## config.mk

```make
export PLATFORM = sky130hd
export DESIGN_NAME = branch_resolver
export DESIGN_NICKNAME = d
export VERILOG_FILES = /design/src/rtl/branch_resolver.sv
export SDC_FILE = /design/constraint.sdc
export NUM_CORES = 1
export LEC_CHECK = 0
export BUFFER_PORTS_ARGS = -buffer_cell sky130_fd_sc_hd__buf_2
export CAP_MARGIN = 10
export CELL_PAD_IN_SITES_DETAIL_PLACEMENT = 2
export CELL_PAD_IN_SITES_GLOBAL_PLACEMENT = 2
export CORE_AREA = 2 2 82 84
export CTS_BUF_LIST = sky130_fd_sc_hd__clkbuf_2 sky130_fd_sc_hd__clkbuf_4 sky130_fd_sc_hd__clkbuf_8
export DETAILED_ROUTE_END_ITERATION = 7
export DIE_AREA = 0 0 84 86
export PLACE_DENSITY = 0.85
export SKIP_CTS_REPAIR_TIMING = 1
export SLEW_MARGIN = 0
export SYNTH_ARGS = -nofsm -noshare
export SYNTH_HDL_FRONTEND = slang
export SYNTH_SLANG_ARGS = --single-unit
```

## constraint.sdc

```tcl
create_clock -name clk -period 4.8 [get_ports clk]
set_clock_uncertainty 0.05 [all_clocks]
set_input_delay 0 -clock clk [delete_from_list [all_inputs] [get_ports clk]]
set_output_delay 0 -clock clk [all_outputs]
set_load 0.01 [all_outputs]
```

## src/rtl/branch_resolver.sv

```systemverilog
// Branch resolver: keeps in-flight predictor outcomes in an in-order FIFO, compares each one with the
// resolved direction, and produces the predictor update, the mispredict flush and the hit/miss statistics.
module branch_resolver #(
    parameter int DEPTH = 4,
    parameter int CW    = 16
) (
    input  logic                     clk,
    input  logic                     rst_n,
    input  logic                     pred_valid,
    input  logic                     pred_taken,
    output logic                     pred_ready,
    input  logic                     res_valid,
    input  logic                     res_taken,
    output logic                     upd_valid,
    output logic                     upd_taken,
    output logic                     mispredict,
    output logic [$clog2(DEPTH):0]   occupancy,
    output logic [CW-1:0]            hit_count,
    output logic [CW-1:0]            miss_count,
    output logic                     err_underflow
);

    localparam int PW = $clog2(DEPTH);
    localparam logic [PW:0]   FULL    = (PW+1)'(DEPTH);
    localparam logic [CW-1:0] CNT_MAX = '1;

    logic [DEPTH-1:0] mem;
    logic [PW-1:0]    head;
    logic [PW-1:0]    tail;
    logic [PW:0]      count;
    logic [PW:0]      count_nxt;

    logic push;
    logic pop;
    logic head_taken;
    logic mis;

    // Ready looks only at the registered count, so a full queue refuses a push even while it pops.
    assign pred_ready = (count < FULL);
    assign occupancy  = count;

    assign push       = pred_valid && pred_ready;
    assign pop        = res_valid && (count != '0);
    assign head_taken = mem[head];
    assign mis        = pop && (head_taken != res_taken);

    // NOTE: every variable driven here gets a default first, so no path leaves it unassigned (no latch).
    always_comb begin
        count_nxt = count;
        if (mis) begin
            count_nxt = '0;
        end else begin
            case ({push, pop})
                2'b10:   count_nxt = count + 1'b1;
                2'b01:   count_nxt = count - 1'b1;
                default: count_nxt = count;
            endcase
        end
    end

    // NOTE: the entry storage has no reset; an entry is only read while count says it holds a live value.
    always_ff @(posedge clk) begin
        if (push && !mis) begin
            mem[tail] <= pred_taken;
        end
    end

    // NOTE: all sequential state uses non-blocking assignments so every register samples pre-edge values.
    always_ff @(posedge clk or negedge rst_n) begin
        if (!rst_n) begin
            head  <= '0;
            tail  <= '0;
            count <= '0;
        end else begin
            count <= count_nxt;
            if (mis) begin
                // Wrong path: drop everything queued and the same-cycle push.
                head <= tail;
            end else begin
                if (push) tail <= tail + 1'b1;
                if (pop)  head <= head + 1'b1;
            end
        end
    end

    always_ff @(posedge clk or negedge rst_n) begin
        if (!rst_n) begin
            upd_valid     <= 1'b0;
            upd_taken     <= 1'b0;
            mispredict    <= 1'b0;
            hit_count     <= '0;
            miss_count    <= '0;
            err_underflow <= 1'b0;
        end else begin
            upd_valid  <= pop;
            mispredict <= mis;
            if (pop) upd_taken <= res_taken;
            if (res_valid && (count == '0)) err_underflow <= 1'b1;
            if (pop && !mis && (hit_count != CNT_MAX))  hit_count  <= hit_count + 1'b1;
            if (mis && (miss_count != CNT_MAX))         miss_count <= miss_count + 1'b1;
        end
    end

endmodule

```

==> impl_metrics.ini, run 1 <==
[timing]
finalCriticalPeriod_ps = 2454
finalHoldViolCount = 0
setup_tns_ps = 0
finalCritPeriodShare_pct = 51.12
tightest_slew_ps = 1020
holdWs_ps = 365.3
slew_violations = 0
finalSetupViolations = 0
fmax_mhz = 407.5
rsz0062_at_grt = false
relSlewSlack_pct = 32.03
layout_setup_ws_ps = 2346

[logic_synthesis]
yosysSeqAreaShare_pct = 49.66
synth_async_sr_flop_share_pct = 91.49
synth_most_common_cell = dfrtp_1
synth.top_cells.by_count = 43 x dfrtp_1, 20 x xnor2_1, 18 x nand2_1
syn-num-nets = 232
synthTopCellsByArea = dfrtp_1 45%, xnor2_1 7.3%, edfxtp_1 5.0%, xor2_1 4.7%, nand4_1 3.4%
postSynthCellCount = 219
ys_ff_latch = 47
synth.cell_area_sq_um = 2409
syn_area_per_cell_sq_um = 11.00
synthFlopType = dfrtp_1
yosys_warnings = 0
synth_edf_count = 4
synth_top_cell_area_share_pct = 44.68
ys_types = 45
synth_top_area_cell = dfrtp_1

[worst_setup_path]
crit_type = reg -> reg
r2r_slack_ps = 2350
cp.arrival_ps = 2600
r2r_end = miss_count[1]$_DFFE_PN0P_
cp.required_ps = 4940
reg2reg_depth = 5
worst_setup_path_end_kind = register
startpoint = head[1]$_DFFE_PN0P_
cp-start-kind = register
reg2reg_from = head[1]$_DFFE_PN0P_
crit_fanout = 11

[placed_design]
dp.cells = 336
portBuffers = 45
place_area_sq_um = 2706
pre_cts_ws_ps = 2344
dpl.hpwl_um = 4612
gp_congestion = 0.7421

[floorplanning]
die_x_um = 84
rows = 29
core-area_sq_um = 6277
start_util_pct = 38.37
io_pins = 46
die_y_um = 86
fp.dieArea_sq_um = 7224

[clock_tree]
insertion_delay_ps = 300
numClockSinks = 47
clockBufferDepth = 2
h-tree-depth = 2
clkTransAtPathRegs_ps = 90
cts_buffers = 5
root_buffer = clkbuf_8
cts_tree = yes

[cells_and_area]
regArea_sq_um = 1196
utilization_pct = 45.78
multi_input_area_sq_um = 1162
fillCellCount = 677
nNetsFinal = 284
fin_area_sq_um = 2874
drive_above_1_share_pct = 25.37
syn_to_final_growth_pct = 19.32
fin_cells = 349
diodes = 0

[route]
totalWireLength_um = 6293
wire_per_inst_um = 18.03
vias_per_cell = 5.453
drc_errors = 0
drtPass1Iterations = 4
drtAntennaViolNets = 0
drt_iter0_markers = 52
vias = 1903

[grt]
antenna_found_initial = 0
grt_pass1_wl_um = 10570
grt_max_degree = 44
grtUsageTotal_pct = 18.31
gr-total-overflow = 0
grt_pass1_vias = 2033

[min_path]
min_path_type = in -> async

[power_and_ir_drop]
switchingPower_uw = 548.3
pwr-share-clk_pct = 21.6
p_leak_nw = 1.359
ir_worst_vdd_mv = 0.2467
power.share.combinational_pct = 35.2
switching_share_pct = 38.56
power.internal_uw = 873.4
powerDensity_nw_per_um2 = 494.7
seq_power_share_pct = 43.1
power.total_mw = 1.422

[run_status]
outcome = complete, no violations

[job]
maxCapViolations = 0
logic make-up after synthesis:
logic type                 after synthesis  share of synthesized area, %
and+or+nand+nor                         96                         22.29
DFF                                     47                         49.66
xor gates and xnor gates                33                         12.00
AOI/OAI and AO/OA                       15                         5.195
buffers and inverters                   12                         2.078
muxes                                    9                         4.831
adders and majority gates                7                         3.948
cell usage in the layout, fill, tap and decap left out, drive strengths merged, types with 5 or more instances in the layout:
master and n:
dlygate4sd3 5, nor4 6, nand3 17, clkbuf 6, buf 45, nand2 18, mux2 5, xnor2 20
xor2 13, ha 6, dfrtp 43, inv 7, nand4 13, and3 11, nor2 14, nor3 8
final cells by class:
class	instances	area share [%]
clock buffers	6	2.873
multi-input cells	160	40.44
inverters	7	0.9142
flip-flops and latches	47	41.62
well taps	77	3.352
clock inverters	2	1.219
repair buffers	50	9.578
worst max-delay path by stage:
stage	cells after the start	to	slack [ps]
6_report	5	miss_count[1]$_DFFE_PN0P_	2350
5_1_grt	5	miss_count[1]$_DFFE_PN0P_	2200
4_1_cts	5	miss_count[1]$_DFFE_PN0P_	2340
3_5_place_dp	5	miss_count[1]$_DFFE_PN0P_	2340
3_3_place_gp	5	miss_count[1]$_DFFE_PN0P_	2430
2_1_floorplan	6	occupancy[2]$_DFFE_PN0P_	2600
power groups by stage:
| stage | Combinational, mW | Clock (mW) | Sequential [mW] |
|---|---|---|---|
| 6_report | 0.501 | 0.307 | 0.613 |
| 5_1_grt | 0.563 | 0.332 | 0.635 |
| 4_1_cts | 0.513 | 0.318 | 0.615 |
| 3_5_place_dp | 0.506 | 0 | 0.623 |
| 3_3_place_gp | 0.480 | 0 | 0.612 |
| 2_1_floorplan | 0.321 | 0 | 0.623 |
per-layer routing:
metal,global-route usage [%],up-vias,routed length (um)
li1,-,886,-
met1,22.16,970,2696
met2,33.67,39,3285
met3,3.657,8,240
met4,4.252,0,72
met5,0,-,0
registers in the layout, indices dropped and copies added (netlist names):
register,flops
mem,4
occupancy,3
head,2
upd_taken,1
tail,2
miss_count,16
err_underflow,1
upd_valid,1
hit_count,16
mispredict,1
critical path, cell delays in order (launching register included):
cell	delay, ps
dfrtp_1	450
mux2i_2	370
mux2i_4	360
nand2_1	320
or3_4	490
mux2_4	300
(Power assumes the default switching activity.)
==> inputs of run 2 (changes only) <==
--- a/config.mk
+++ b/config.mk
@@ -9,11 +9,11 @@
 export CAP_MARGIN = 10
 export CELL_PAD_IN_SITES_DETAIL_PLACEMENT = 2
 export CELL_PAD_IN_SITES_GLOBAL_PLACEMENT = 2
-export CORE_AREA = 2 2 82 84
+export CORE_AREA = 2 2 84 86
 export CTS_BUF_LIST = sky130_fd_sc_hd__clkbuf_2 sky130_fd_sc_hd__clkbuf_4 sky130_fd_sc_hd__clkbuf_8
 export DETAILED_ROUTE_END_ITERATION = 7
-export DIE_AREA = 0 0 84 86
-export PLACE_DENSITY = 0.85
+export DIE_AREA = 0 0 86 88
+export PLACE_DENSITY = 0.82
 export SKIP_CTS_REPAIR_TIMING = 1
 export SLEW_MARGIN = 0
 export SYNTH_ARGS = -nofsm -noshare
==> constraint.sdc (replaced) <==
create_clock -name clk -period 2.3 [get_ports clk]
set_clock_uncertainty 0.05 [all_clocks]
set_input_delay 0 -clock clk [delete_from_list [all_inputs] [get_ports clk]]
set_output_delay 0 -clock clk [all_outputs]
set_load 0.01 [all_outputs]
==> impl_metrics.ini, run 2 (synthesized netlist as in run 1, its figures left out) <==
[run_status]
outcome = complete, but fails checks
violations = hold timing

[min_path]
min_path_type = in -> reg
worstHoldStart = pred_valid

[timing]
relSlewSlack_pct = 33.15
finalSetupViolations = 0
setup_tns_ps = 0
holdWs_ps = -46.81
fmax_mhz = 458.9
layout_setup_ws_ps = 121.0
finalHoldViolCount = 2
finalCriticalPeriod_ps = 2179
slew_violations = 0
finalCritPeriodShare_pct = 94.74
tightest_slew_ps = 1003

[grt]
grt_max_degree = 44
grtUsageTotal_pct = 17.54
grt_pass1_vias = 2063
grt_pass1_wl_um = 10520
gr-total-overflow = 0
antenna_found_initial = 0

[worst_setup_path]
cp-start-kind = register
startpoint = head[1]$_DFFE_PN0P_
worst_setup_path_end_kind = register
reg2reg_from = head[1]$_DFFE_PN0P_
crit_path_end = miss_count[6]$_DFFE_PN0P_
crit_fanout = 5
r2r_slack_ps = 120
cp.arrival_ps = 2310
crit_type = reg -> reg
reg2reg_depth = 6
cp.required_ps = 2430
r2r_end = miss_count[6]$_DFFE_PN0P_

[power_and_ir_drop]
ir_worst_vdd_mv = 0.4971
power.total_mw = 2.972
p_leak_nw = 1.381
powerDensity_nw_per_um2 = 1023

[route]
drtAntennaViolNets = 0
drt_iter0_markers = 68
wire_per_inst_um = 17.64
totalWireLength_um = 6296
drc_errors = 0
vias = 1891
drtPass1Iterations = 4
vias_per_cell = 5.297

[cells_and_area]
final_common_cell = buf_2
diodes = 0
drive_above_1_share_pct = 27.44
top_regs = hit_count (16), miss_count (16), mem (4)
syn_to_final_growth_pct = 20.62
nNetsFinal = 289
layout_common_cells = 45 x buf_2, 43 x dfrtp_1, 20 x xnor2_1

[floorplanning]
die_y_um = 88
rows = 30
core-area_sq_um = 6644
die_x_um = 86
start_util_pct = 36.25
io_pins = 46
fp.dieArea_sq_um = 7568

[clock_tree]
clockBufferDepth = 2
insertion_delay_ps = 300
h-tree-depth = 2
cts_tree = yes
numClockSinks = 47
root_buffer = clkbuf_8
cts_buffers = 5
clkTransAtPathRegs_ps = 90

[job]
maxCapViolations = 0

[placed_design]
dpl.hpwl_um = 4605
portBuffers = 45
gp_congestion = 0.7469
pre_cts_ws_ps = 149.6
run 2: cell types whose count changed in the layout (fill, tap and decap cells not counted):
cell	change
bufinv_16	-1
clkbuf_8	+1
dlygate4sd3_1	-2
clkbuf_4	+1
mux2i_4	+1
clkinv_2	-1
mux2i_2	-1
buf_4	+7
run 2: report_power, final:
| part | leakage (nW) | total, mW | switching [mW] | internal [mW] |
|---|---|---|---|---|
| registers | 0.593 | 1.28 | 0.262 | 1.02 |
| logic | 0.733 | 1.12 | 0.626 | 0.499 |
| clock network | 0.0549 | 0.565 | 0.278 | 0.287 |
| total | 1.38 | 2.97 | 1.17 | 1.81 |
run 2: layout make-up:
cell class,instances,area [sq um]
Tap cell,80,100.1
Inverter,7,26.28
Multi-Input combinational cell,160,1171
Timing Repair Buffer,55,307.8
Sequential cell,47,1196
Fill cell,714,3739
Clock buffer,8,103.9
run 2: how the worst min path moves through the flow:
stage	to	slack (ps)	cells past startpoint
2_1_floorplan	err_underflow$_DFFE_PN0P_	-350	0
3_3_place_gp	mem[3]$_DFFE_PP_	170	1
3_5_place_dp	upd_valid$_DFF_PN0_	180	1
4_1_cts	upd_valid$_DFF_PN0_	-150	1
5_1_grt	occupancy[2]$_DFFE_PN0P_	6	3
6_report	occupancy[2]$_DFFE_PN0P_	-50	3
run 2: layer usage:
metal,share of wire (%),track usage [%],wire (um)
met1,45,22.01,2824
met4,0.91,3.896,57
met5,0,0,0
met2,50,31.29,3175
met3,3.8,3.487,238
run 2: per-stage QoR:
stage	utilization, %	cell area [sq um]	instances
detailed placement	41.58	2763	346
global route	43.73	2905	357
finish	43.73	2905	357
floorplan	-	2409	219
global placement	41.58	2763	346
CTS	43.15	2867	354
run 2: critical path: stages, from the launching register on:
cell and delay (ps):
dfrtp_1 470, mux2i_4 330, mux2i_4 350, nand3_2 180, inv_2 170, nand4_1 150, mux2_1 350
